<file path="config.mk">
export PLATFORM = sky130hd
export DESIGN_NAME = cdb_arbiter
export DESIGN_NICKNAME = d
export VERILOG_FILES = /design/src/rtl/sys_defs.sv /design/src/rtl/cdb_arbiter_rr_picker.sv /design/src/rtl/cdb_arbiter.sv
export SDC_FILE = /design/constraint.sdc
export NUM_CORES = 1
export LEC_CHECK = 0
export ABC_AREA = 1
export CAP_MARGIN = 20
export CORE_AREA = 2 2 187 189
export CTS_BUF_LIST = sky130_fd_sc_hd__clkbuf_4 sky130_fd_sc_hd__clkbuf_8
export CTS_CLUSTER_DIAMETER = 80
export DETAILED_ROUTE_END_ITERATION = 10
export DIE_AREA = 0 0 189 191
export SLEW_MARGIN = 20
export SYNTH_ARGS = -nofsm -noshare
export SYNTH_HDL_FRONTEND = slang
export SYNTH_HIERARCHICAL = 1
export SYNTH_SLANG_ARGS = --single-unit
</file>
<file path="constraint.sdc">
create_clock -name clock -period 3.5 [get_ports clock]
set_input_delay 0.7 -clock clock [delete_from_list [all_inputs] [get_ports clock]]
set_output_delay 0.7 -clock clock [all_outputs]
set_load 0.05 [all_outputs]
</file>
<file path="src/rtl/sys_defs.sv">
// Shared type definitions for the completion stage: functional-unit results and CDB packets.
package sys_defs;

  localparam int unsigned NUM_FU_DEFAULT  = 4;
  localparam int unsigned NUM_CDB_DEFAULT = 2;
  localparam int unsigned XLEN            = 32;
  localparam int unsigned PRF_IDX_W       = 6;
  localparam int unsigned ROB_IDX_W       = 5;
  // Wide enough for up to 16 functional units.
  localparam int unsigned FU_IDX_W        = 4;

  typedef struct packed {
    logic                 valid;
    logic [PRF_IDX_W-1:0] dest_prf;
    logic [XLEN-1:0]      value;
    logic                 value_valid;
    logic [ROB_IDX_W-1:0] rob_entry;
    logic [XLEN-1:0]      branch_address;
  } FUNC_OUTPUT;

  typedef struct packed {
    logic                 valid;
    logic [PRF_IDX_W-1:0] dest_prf;
    logic [XLEN-1:0]      value;
    logic                 value_valid;
    logic [ROB_IDX_W-1:0] rob_entry;
    logic [XLEN-1:0]      branch_address;
    logic [FU_IDX_W-1:0]  fu_idx;
  } CDB_PACKET;

endpackage

</file>
<file path="src/rtl/cdb_arbiter_rr_picker.sv">
// Multi-grant picker: scans requests starting at base, wrapping modulo NUM_FU, and hands the
// first NUM_CDB hits to slots 0..NUM_CDB-1 in search order.
module rr_picker #(
  parameter int unsigned NUM_FU  = 4,
  parameter int unsigned NUM_CDB = 2,
  localparam int unsigned PW     = $clog2(NUM_FU),
  localparam int unsigned CW     = $clog2(NUM_CDB + 1)
) (
  input  logic [NUM_FU-1:0]           req,
  input  logic [PW-1:0]               base,
  output logic [NUM_CDB-1:0][PW-1:0]  grant_idx,
  output logic [NUM_CDB-1:0]          grant_vld,
  output logic [NUM_FU-1:0]           grant_mask
);

  always_comb begin
    logic [CW-1:0] cnt;
    logic [PW:0]   pos;
    logic [PW-1:0] idx;
    grant_idx  = '0;
    grant_vld  = '0;
    grant_mask = '0;
    cnt        = '0;
    pos        = '0;
    idx        = '0;
    for (int unsigned off = 0; off < NUM_FU; off++) begin
      // Explicit modulo wrap so non-power-of-two unit counts work.
      pos = {1'b0, base} + (PW+1)'(off);
      if (pos >= (PW+1)'(NUM_FU)) pos = pos - (PW+1)'(NUM_FU);
      idx = pos[PW-1:0];
      if (req[idx] && (cnt < CW'(NUM_CDB))) begin
        for (int unsigned k = 0; k < NUM_CDB; k++) begin
          if (cnt == CW'(k)) begin
            grant_idx[k] = idx;
            grant_vld[k] = 1'b1;
          end
        end
        grant_mask[idx] = 1'b1;
        cnt = cnt + CW'(1);
      end
    end
  end

endmodule

</file>
<file path="src/rtl/cdb_arbiter.sv">
// Completion-stage arbiter: grants up to NUM_CDB functional-unit results per cycle onto the CDB.
// Define CDB_ROUND_ROBIN_EN for rotating priority; otherwise lowest index always wins.
module cdb_arbiter
  import sys_defs::*;
#(
  parameter int unsigned NUM_FU  = NUM_FU_DEFAULT,
  parameter int unsigned NUM_CDB = NUM_CDB_DEFAULT
) (
  input  logic                     clock,
  input  logic                     reset,
  input  FUNC_OUTPUT [NUM_FU-1:0]  fu_out,
  input  logic                     cdb_stall,
  input  logic                     flush,
  output logic [NUM_FU-1:0]        sel,
  output CDB_PACKET [NUM_CDB-1:0]  cdb
);

  localparam int unsigned PW = $clog2(NUM_FU);

  logic [NUM_FU-1:0]          req;
  logic [NUM_FU-1:0]          grant_mask;
  logic [NUM_CDB-1:0][PW-1:0] grant_idx;
  logic [NUM_CDB-1:0]         grant_vld;
  logic [PW-1:0]              base;
  CDB_PACKET [NUM_CDB-1:0]    cdb_d;

  always_comb begin
    req = '0;
    for (int unsigned i = 0; i < NUM_FU; i++) req[i] = fu_out[i].valid;
  end

  rr_picker #(
    .NUM_FU  (NUM_FU),
    .NUM_CDB (NUM_CDB)
  ) u_picker (
    .req        (req),
    .base       (base),
    .grant_idx  (grant_idx),
    .grant_vld  (grant_vld),
    .grant_mask (grant_mask)
  );

`ifdef CDB_ROUND_ROBIN_EN
  logic [PW-1:0] rr_ptr;
  logic [PW-1:0] rr_ptr_d;

  assign base = rr_ptr;

  always_comb begin
    rr_ptr_d = rr_ptr;
    for (int unsigned k = 0; k < NUM_CDB; k++) begin
      if (grant_vld[k]) begin
        rr_ptr_d = (grant_idx[k] == PW'(NUM_FU - 1)) ? '0 : grant_idx[k] + PW'(1);
      end
    end
  end

  always_ff @(posedge clock or negedge reset) begin
    if (!reset) begin
      rr_ptr <= '0;
    end else if (!flush && !cdb_stall) begin
      rr_ptr <= rr_ptr_d;
    end
  end
`else
  assign base = '0;
`endif

  // Units only drop their result when the edge will actually capture it.
  assign sel = (!reset || cdb_stall || flush) ? '0 : grant_mask;

  always_comb begin
    cdb_d = '0;
    for (int unsigned k = 0; k < NUM_CDB; k++) begin
      if (grant_vld[k]) begin
        cdb_d[k].valid          = 1'b1;
        cdb_d[k].dest_prf       = fu_out[grant_idx[k]].dest_prf;
        cdb_d[k].value          = fu_out[grant_idx[k]].value;
        cdb_d[k].value_valid    = fu_out[grant_idx[k]].value_valid;
        cdb_d[k].rob_entry      = fu_out[grant_idx[k]].rob_entry;
        cdb_d[k].branch_address = fu_out[grant_idx[k]].branch_address;
        cdb_d[k].fu_idx         = FU_IDX_W'(grant_idx[k]);
      end
    end
  end

  always_ff @(posedge clock or negedge reset) begin
    if (!reset) begin
      cdb <= '0;
    end else if (flush) begin
      for (int unsigned k = 0; k < NUM_CDB; k++) cdb[k].valid <= 1'b0;
    end else if (!cdb_stall) begin
      cdb <= cdb_d;
    end
  end

endmodule

</file>
Yosys cells after proc, flatten, opt, wreduce, memory -nomap -nowiden

Index checks and enable logic that the tools add are counted.

Register bits after elaboration: 162
Input bits: 312
Output and inout port bits: 166
Word-level logic and storage cells: 73

Add/subtract/negate cells: 2
Order comparisons: 5
Equality and inequality tests: 4
Muxes and demuxes: 36
Bitwise gates (word level): 2
Reduce and logical (&&, ||, !) cells: 10

Operators with widths:

| operator                                               | count |
|---|---|
| binary-select mux 77 bit (select 2 bit)                | 2 |
| 2-to-1 mux 162 bit                                     | 1 |
| 2-to-1 mux 81 bit                                      | 2 |
| 2-to-1 mux 76 bit                                      | 2 |
| 2-to-1 mux 2 bit                                       | 10 |
| 2-to-1 mux 4 bit                                       | 5 |
| 2-to-1 mux 1 bit                                       | 13 |
| zero test 2 bit                                        | 3 |
| < comparator 2 x 3 -> 1 bit (second input constant)    | 2 |
| == test 2 x 1 -> 1 bit (second input constant)         | 2 |
| < comparator 2 bit (second input constant)             | 2 |
| logical AND 1 bit                                      | 3 |
| 2-to-1 mux 3 bit                                       | 1 |
| adder 1 x 1 -> 2 bit (second input constant)           | 1 |
| adder 2 x 1 -> 2 bit (second input constant)           | 1 |
| logical OR 1 bit                                       | 2 |
| < comparator 1 x 2 -> 1 bit (second input constant)    | 1 |
| inequality test 2 x 1 -> 1 bit (second input constant) | 1 |
| NOT 1 bit                                              | 2 |
| AND reduction 2 bit                                    | 1 |
| == test 1 bit (second input constant)                  | 1 |
| zero test 1 bit                                        | 1 |

Logic depth before layout (Yosys ltp)

Gate-level depths: netlist of run 1.

Word-level depth: 15
Mapped depth: 24
Depth with buffers taken out: 20

Cells and area by module

Netlist of run 1, hierarchy kept.

Modules (own cells, without submodules):

| module      | times used | cells each | area an instance (sq um) | sequential area each (sq um) |
|---|---|---|---|---|
| cdb_arbiter | 1          | 1696       | 10575.1                  | 3953.8 |
| rr_picker   | 1          | 120        | 703.2                    | 0.0 |

Worst setup path before layout of run 1

No wires, ideal clock.

Path type: input-to-output
Start point: input fu_out[76] in the netlist's numbering
End point: output sel[3]
Data arrival time: 2.445 ns
Slack: 0.355 ns
Stages: 12
Buffers on the path: 0
Path through: nand2_1 nand2_1 nand2_1 nand2_4 ha_1 inv_1 nand2_4 nor2_8 nand2_1 nand2_1 inv_1 nor2_1

Longest elaborated chain between the ends: 11
Elaborated cells on any way between the ends: 13

RTL lines:

| what                        | line                        | source |
|---|---|---|
| start, declared             | cdb_arbiter.sv:11           | `input FUNC_OUTPUT [NUM_FU-1:0] fu_out,` |
| 2-to-1 mux 1 bit *          | cdb_arbiter_rr_picker.sv:31 | `if (req[idx] && (cnt < CW'(NUM_CDB))) begin` |
| < comparator 1 x 2 -> 1 bit | cdb_arbiter_rr_picker.sv:31 |  |
| logical AND 1 bit           | cdb_arbiter_rr_picker.sv:31 |  |
| 2-to-1 mux 2 bit *          | cdb_arbiter_rr_picker.sv:31 |  |
| < comparator 2 bit          | cdb_arbiter_rr_picker.sv:31 |  |
| logical AND 1 bit           | cdb_arbiter_rr_picker.sv:31 |  |
| 2-to-1 mux 2 bit *          | cdb_arbiter_rr_picker.sv:31 |  |
| < comparator 2 bit *        | cdb_arbiter_rr_picker.sv:31 |  |
| logical AND 1 bit *         | cdb_arbiter_rr_picker.sv:31 |  |
| 2-to-1 mux 4 bit *          | cdb_arbiter_rr_picker.sv:31 |  |
| via grant_mask[3]           | cdb_arbiter.sv:21           | `logic [NUM_FU-1:0] grant_mask;` |
| 2-to-1 mux 4 bit *          | cdb_arbiter.sv:70           | `assign sel = (!reset \|\| cdb_stall \|\| flush) ? '0 : grant_mask;` |
| end, declared               | cdb_arbiter.sv:14           | `output logic [NUM_FU-1:0] sel,` |

Mark *: on every way through the listed nets, which the timed path passes. The rest lies on a longest branch.

Worst setup path in the final report of run 1

Start point: input fu_out[76] in the netlist's numbering
End point: output sel[2]

Longest elaborated chain between the ends: 9
Elaborated cells on any way between the ends: 10

RTL lines:

| what                        | line |
|---|---|
| 2-to-1 mux 1 bit *          | cdb_arbiter_rr_picker.sv:31 |
| < comparator 1 x 2 -> 1 bit | cdb_arbiter_rr_picker.sv:31 |
| logical AND 1 bit           | cdb_arbiter_rr_picker.sv:31 |
| 2-to-1 mux 2 bit *          | cdb_arbiter_rr_picker.sv:31 |
| < comparator 2 bit *        | cdb_arbiter_rr_picker.sv:31 |
| logical AND 1 bit *         | cdb_arbiter_rr_picker.sv:31 |
| 2-to-1 mux 3 bit *          | cdb_arbiter_rr_picker.sv:31 |
| 2-to-1 mux 4 bit *          | cdb_arbiter_rr_picker.sv:31 |
| via grant_mask[2]           | cdb_arbiter.sv:21 |
| 2-to-1 mux 4 bit *          | cdb_arbiter.sv:70 |

Marks and branches as above.

==> out/results.md, run 1 <==
| Stage | Parameter | Reported |
|---|---|---|
| routing | DRC violation count after routing | 0 |
| yosys | Cells taking the most area after synthesis | sky130_fd_sc_hd__dfrtp_1 (35%), sky130_fd_sc_hd__nand2_1 (32%), sky130_fd_sc_hd__nand3_1 (21%) |
| yosys | Adder-Cell Fraction of Synth Area | 1.22% |
| critical path | Worst reg2reg path startpoint | cdb[136] |
| global routing | Pin count of the biggest net entering global routing | 111 |
| floorplanning | Vertical die dimension | 191 um |
| power | Total power density per cell area | 656 nW/um2 |
| timing | Total negative setup slack | 0 ns |
| critical path | Cell with the most instances on the worst path | sky130_fd_sc_hd__nand2_1 |
| clock tree | Hold Buf Count CTS | 0 |
| critical path | Max Fanout on Critical Path | 8 |
| yosys | Synthesized flop and latch total | 158 |
| yosys | Simple-Gate Fraction of Synth Area | 55.4% |
| layout | Number of standard cells in the final layout excluding fillers | 2,706 |
| routing | Antenna viol nets, final | 0 |
| timing | Final period util | 94.0% |
| timing | Max-slew headroom | 52.7% |
| power | Maximum vdd drop | 0.337 mV |
| critical path | Delay contributed by the slowest stage of the critical path | 0.44 ns |
| routing | Overall via count from detail_route | 13,800 |
| floorplanning | Core area | 34,100 um2 |
| yosys | Compound-gate portion of the synthesized area | 0.466% |
| routing | DR iter-0 viols | 891 |
| critical path | Data arrival at the endpoint of the critical path | 2.59 ns |
| critical path | Category of the critical setup timing path | input pin to output pin |
| layout | Synth-to-layout area growth | 51.7% |
| critical path | CP Cell Sequence | clkdlybuf4s50_1 > nand2_1 > nand2_1 > nand2_1 > nand2_4 > ha_1 > inv_2 > nand3_4 > inv_2 > a22oi_1 > nand3_1 > inv_1 > nor2_2 > buf_12 |
| routing | Via count normalized by instance count | 5.11 |
| yosys | Area fraction of the dominant cell type after synthesis | 35.1% |
| layout | Largest register by flop count | cdb |
| timing | RSZ-0062 raised after global routing | no |
| routing | 1st-pass router iterations | 7 |
| yosys | Largest family of logic cells by synthesized area | simple AND/OR/NAND/NOR gates |
| clock tree | CTS tree | done |
| yosys | Distinct cell type count of the synthesized netlist | 28 |
| layout | Share of layout cells above drive strength 1 | 5.43% |
| layout | Final net count | 2,559 |
| yosys | Synthesized area divided by synthesized cell count | 6.21 um2 |
| critical path | R2R Setup Slk | 2.80 ns |
| clock tree | Clock root buffer master | sky130_fd_sc_hd__clkbuf_8 |
| layout | Flip-flop count of the largest register, all copies and words added | 158 |
| layout | Multi-input gate area | 6550 um2 |
| critical path | Required time of the worst setup path | 2.80 ns |
| layout | Largest registers ranked by flip-flop count | cdb (158) |
| floorplanning | FP Rows | 68 |
| routing | Average detailed-routed wire length per instance | 19.1 um |
| floorplanning | Die W | 189 um |
| critical path | Logic depth of the worst register-to-register path | 2 |
| global routing | Number of antenna violations at the first check in global routing | 2 |
| critical path | Worst setup path end | sel[2] |
| placed design | Final weighted congestion in routability-driven placement | 0.923 |
| timing | Hold Violations, Final | 0 |
| placed design | Sum of net half-perimeters after detailed placement | 35,300 um |
| layout | Filler instances | 3,373 |
| yosys | Area share of xor/xnor cells in the synthesized design | 0% |
| timing | Fin crit period | 3.29 ns |
| yosys | Most used flip-flop cell after synthesis | sky130_fd_sc_hd__dfrtp_1 |
| clock tree | Worst-path clk slew | 0.09 ns |
| timing | Clock Skew | 0 ns |
| critical path | Sort of element at the end of the critical path | output pin |
| clock tree | TritonCTS sink count | 158 |
| timing | Number of endpoints failing setup at the final stage | 0 |
| floorplanning | Area enclosed by the die boundary | 36,100 um2 |
| yosys | Post-synthesis instance area | 11,300 um2 |
| critical path | Critical-path cell with the highest stage delay | sky130_fd_sc_hd__clkdlybuf4s50_1 |
| global routing | First-pass GRT wire length | 78,600 um |
| outcome | Outcome | finished clean |
| clock tree | Cts bufs inserted | 17 |
| yosys | Portion of netlist area occupied by mux cells | 0% |
| global routing | GR Overflow Total | 0 |
| flow run | Number of maximum-capacitance constraint violations | 0 |
| global routing | Global-route usage over all layers | 28.1% |
| critical path | Endpoint of the lowest-slack register-to-register path | cdb[136] |
| yosys | Cell taking the most area after synthesis | sky130_fd_sc_hd__dfrtp_1 |
| clock tree | H-tree level count | 4 |
| yosys | Share of synthesized registers carrying an async set or reset | 100% |
| timing | Worst-margin pin slew | 0.710 ns |
| critical path | Kind of start point of the critical path | input pin |
| yosys | Total number of yosys warnings | 6 |
| clock tree | Source-to-sink clock delay at the later pin of the worst-skew pair | 0.47 ns |
| placed design | Number of cells in the design after placement | 2,670 |
| global routing | Number of global-route vias before repair | 13,300 |
| yosys | EDFF count, synth | 0 |
| yosys | Instance count of the mapped netlist | 1,816 |
| timing | Fmax achieved | 304 MHz |
| power | Leakage Power | 0.00822 uW |
| critical path | Critical path startpoint | fu_out[76] |
| yosys | Sequential-to-total area share from yosys stat | 35.1% |
| floorplanning | Initial Util | 33.1% |
| layout | Sequential cell area in the final layout | 3950 um2 |
| placed design | IO buf count | 473 |
| routing | Wirelength, routed | 51,700 um |
| clock tree | Longest Clk Path Bufs | 2 |
| floorplanning | Count of pins on the block boundary | 478 |
| worst hold path | Class of the worst hold path | input pin to asynchronous set/reset pin |
| timing | Max-slew violations | 0 |
==> where the power goes <==
part	total [uW]	switching, uW	internal, uW
clock network	1670	788	880
registers	2690	336	2360
logic	6860	4550	2320
==> area by class of cell <==
type | count | share of cell area, %
multi-input cells | 1514 | 38.3
flip-flops and latches | 158 | 23.1
inverters | 27 | 0.644
clock inverters | 10 | 1.10
diodes | 3 | 0.0439
well taps | 455 | 3.33
repair buffers | 518 | 31.9
clock buffers | 21 | 1.54
==> through the flow <==
step / util, % / hold WS, ns / setup slack, ns / total power, uW / cell area [um2]
floorplan: - / 0.404 / 0.355 / 6920 / 11400
global placement: 48.7 / 0.462 / 0.0905 / 9510 / 16600
detailed placement: 48.7 / 0.464 / 0.00934 / 9560 / 16600
CTS: 50.1 / 0.384 / 0.0718 / 11300 / 17100
global route: 50.1 / 0.359 / 0.00450 / 11900 / 17100
finish: 50.2 / 0.341 / 0.208 / 11200 / 17100
==> logic make-up after synthesis <==
kind of cell,after synthesis
other,1
AND/OR/NAND/NOR,1471
flip-flops,158
AO/OA/AOI/OAI,10
adder cells (fa/ha/maj),11
buffers and inverters,165
==> how the worst min path moves through the flow <==
stage               endpoint  slack, ns  cells after the start
floorplan             cdb[0]       0.40                      0
global placement     cdb[32]       0.46                      2
detailed placement   cdb[34]       0.46                      2
CTS                  cdb[14]       0.38                      2
global route        cdb[132]       0.36                      2
finish              cdb[158]       0.34                      2
==> metal layers <==
layer	wire length (um)	share of wire (%)	up-vias	global-route usage (%)
met3	5160	10	73	7.84
met1	20500	40	6413	34.7
li1	-	-	6644	-
met5	0	0	-	0
met2	24800	48	688	47.4
met4	1260	2.4	0	9.31
==> synthesized netlist by cell type (4+ instances only) <==
library cell / count
sky130_fd_sc_hd__inv_2: 9
sky130_fd_sc_hd__buf_2: 85
sky130_fd_sc_hd__nand2_1: 967
sky130_fd_sc_hd__ha_1: 11
sky130_fd_sc_hd__dfrtp_1: 158
sky130_fd_sc_hd__buf_4: 15
sky130_fd_sc_hd__o21ai_1: 4
sky130_fd_sc_hd__nand3_1: 473
sky130_fd_sc_hd__clkbuf_1: 21
sky130_fd_sc_hd__nor2_1: 5
sky130_fd_sc_hd__buf_6: 13
sky130_fd_sc_hd__nand2_2: 11
sky130_fd_sc_hd__inv_1: 17
==> cells in the final DEF (no fill, tap or decap), drive strengths merged <==
cell	netlist	final
a21oi	2	2
a22oi	1	1
buf	115	50
bufinv	0	5
clkbuf	23	21
clkdlybuf4s50	0	468
clkinv	0	3
clkinvlp	0	2
conb	1	22
dfrtp	158	158
diode	0	3
ha	11	11
inv	27	27
nand2	981	981
nand3	478	478
nand4	3	3
nor2	8	8
o21ai	7	7
or2	1	1
==> timing repair <==
item                                    in CTS  in global routing
endpoints found under the setup margin       0                  2
buffers inserted                             0                  2
gates resized for setup                      0                  3
==> critical path: cells and delay by family <==
family          cells  cell delay [ns]
fa+ha+maj           1             0.19
simple gates        7             0.72
buf+inv             5             0.90
compound gates      1             0.08
No activity file was read; power rests on OpenSTA's default activity.
==> inputs of run 2 (changes only) <==
--- a/config.mk
+++ b/config.mk
@@ -9,7 +9,7 @@
 export CAP_MARGIN = 20
 export CORE_AREA = 2 2 187 189
 export CTS_BUF_LIST = sky130_fd_sc_hd__clkbuf_4 sky130_fd_sc_hd__clkbuf_8
-export CTS_CLUSTER_DIAMETER = 80
+export CTS_CLUSTER_DIAMETER = 120
 export DETAILED_ROUTE_END_ITERATION = 10
 export DIE_AREA = 0 0 189 191
 export SLEW_MARGIN = 20
==> results of run 2 <==
The final DEF is identical to that of run 1; final timing and power are the same.
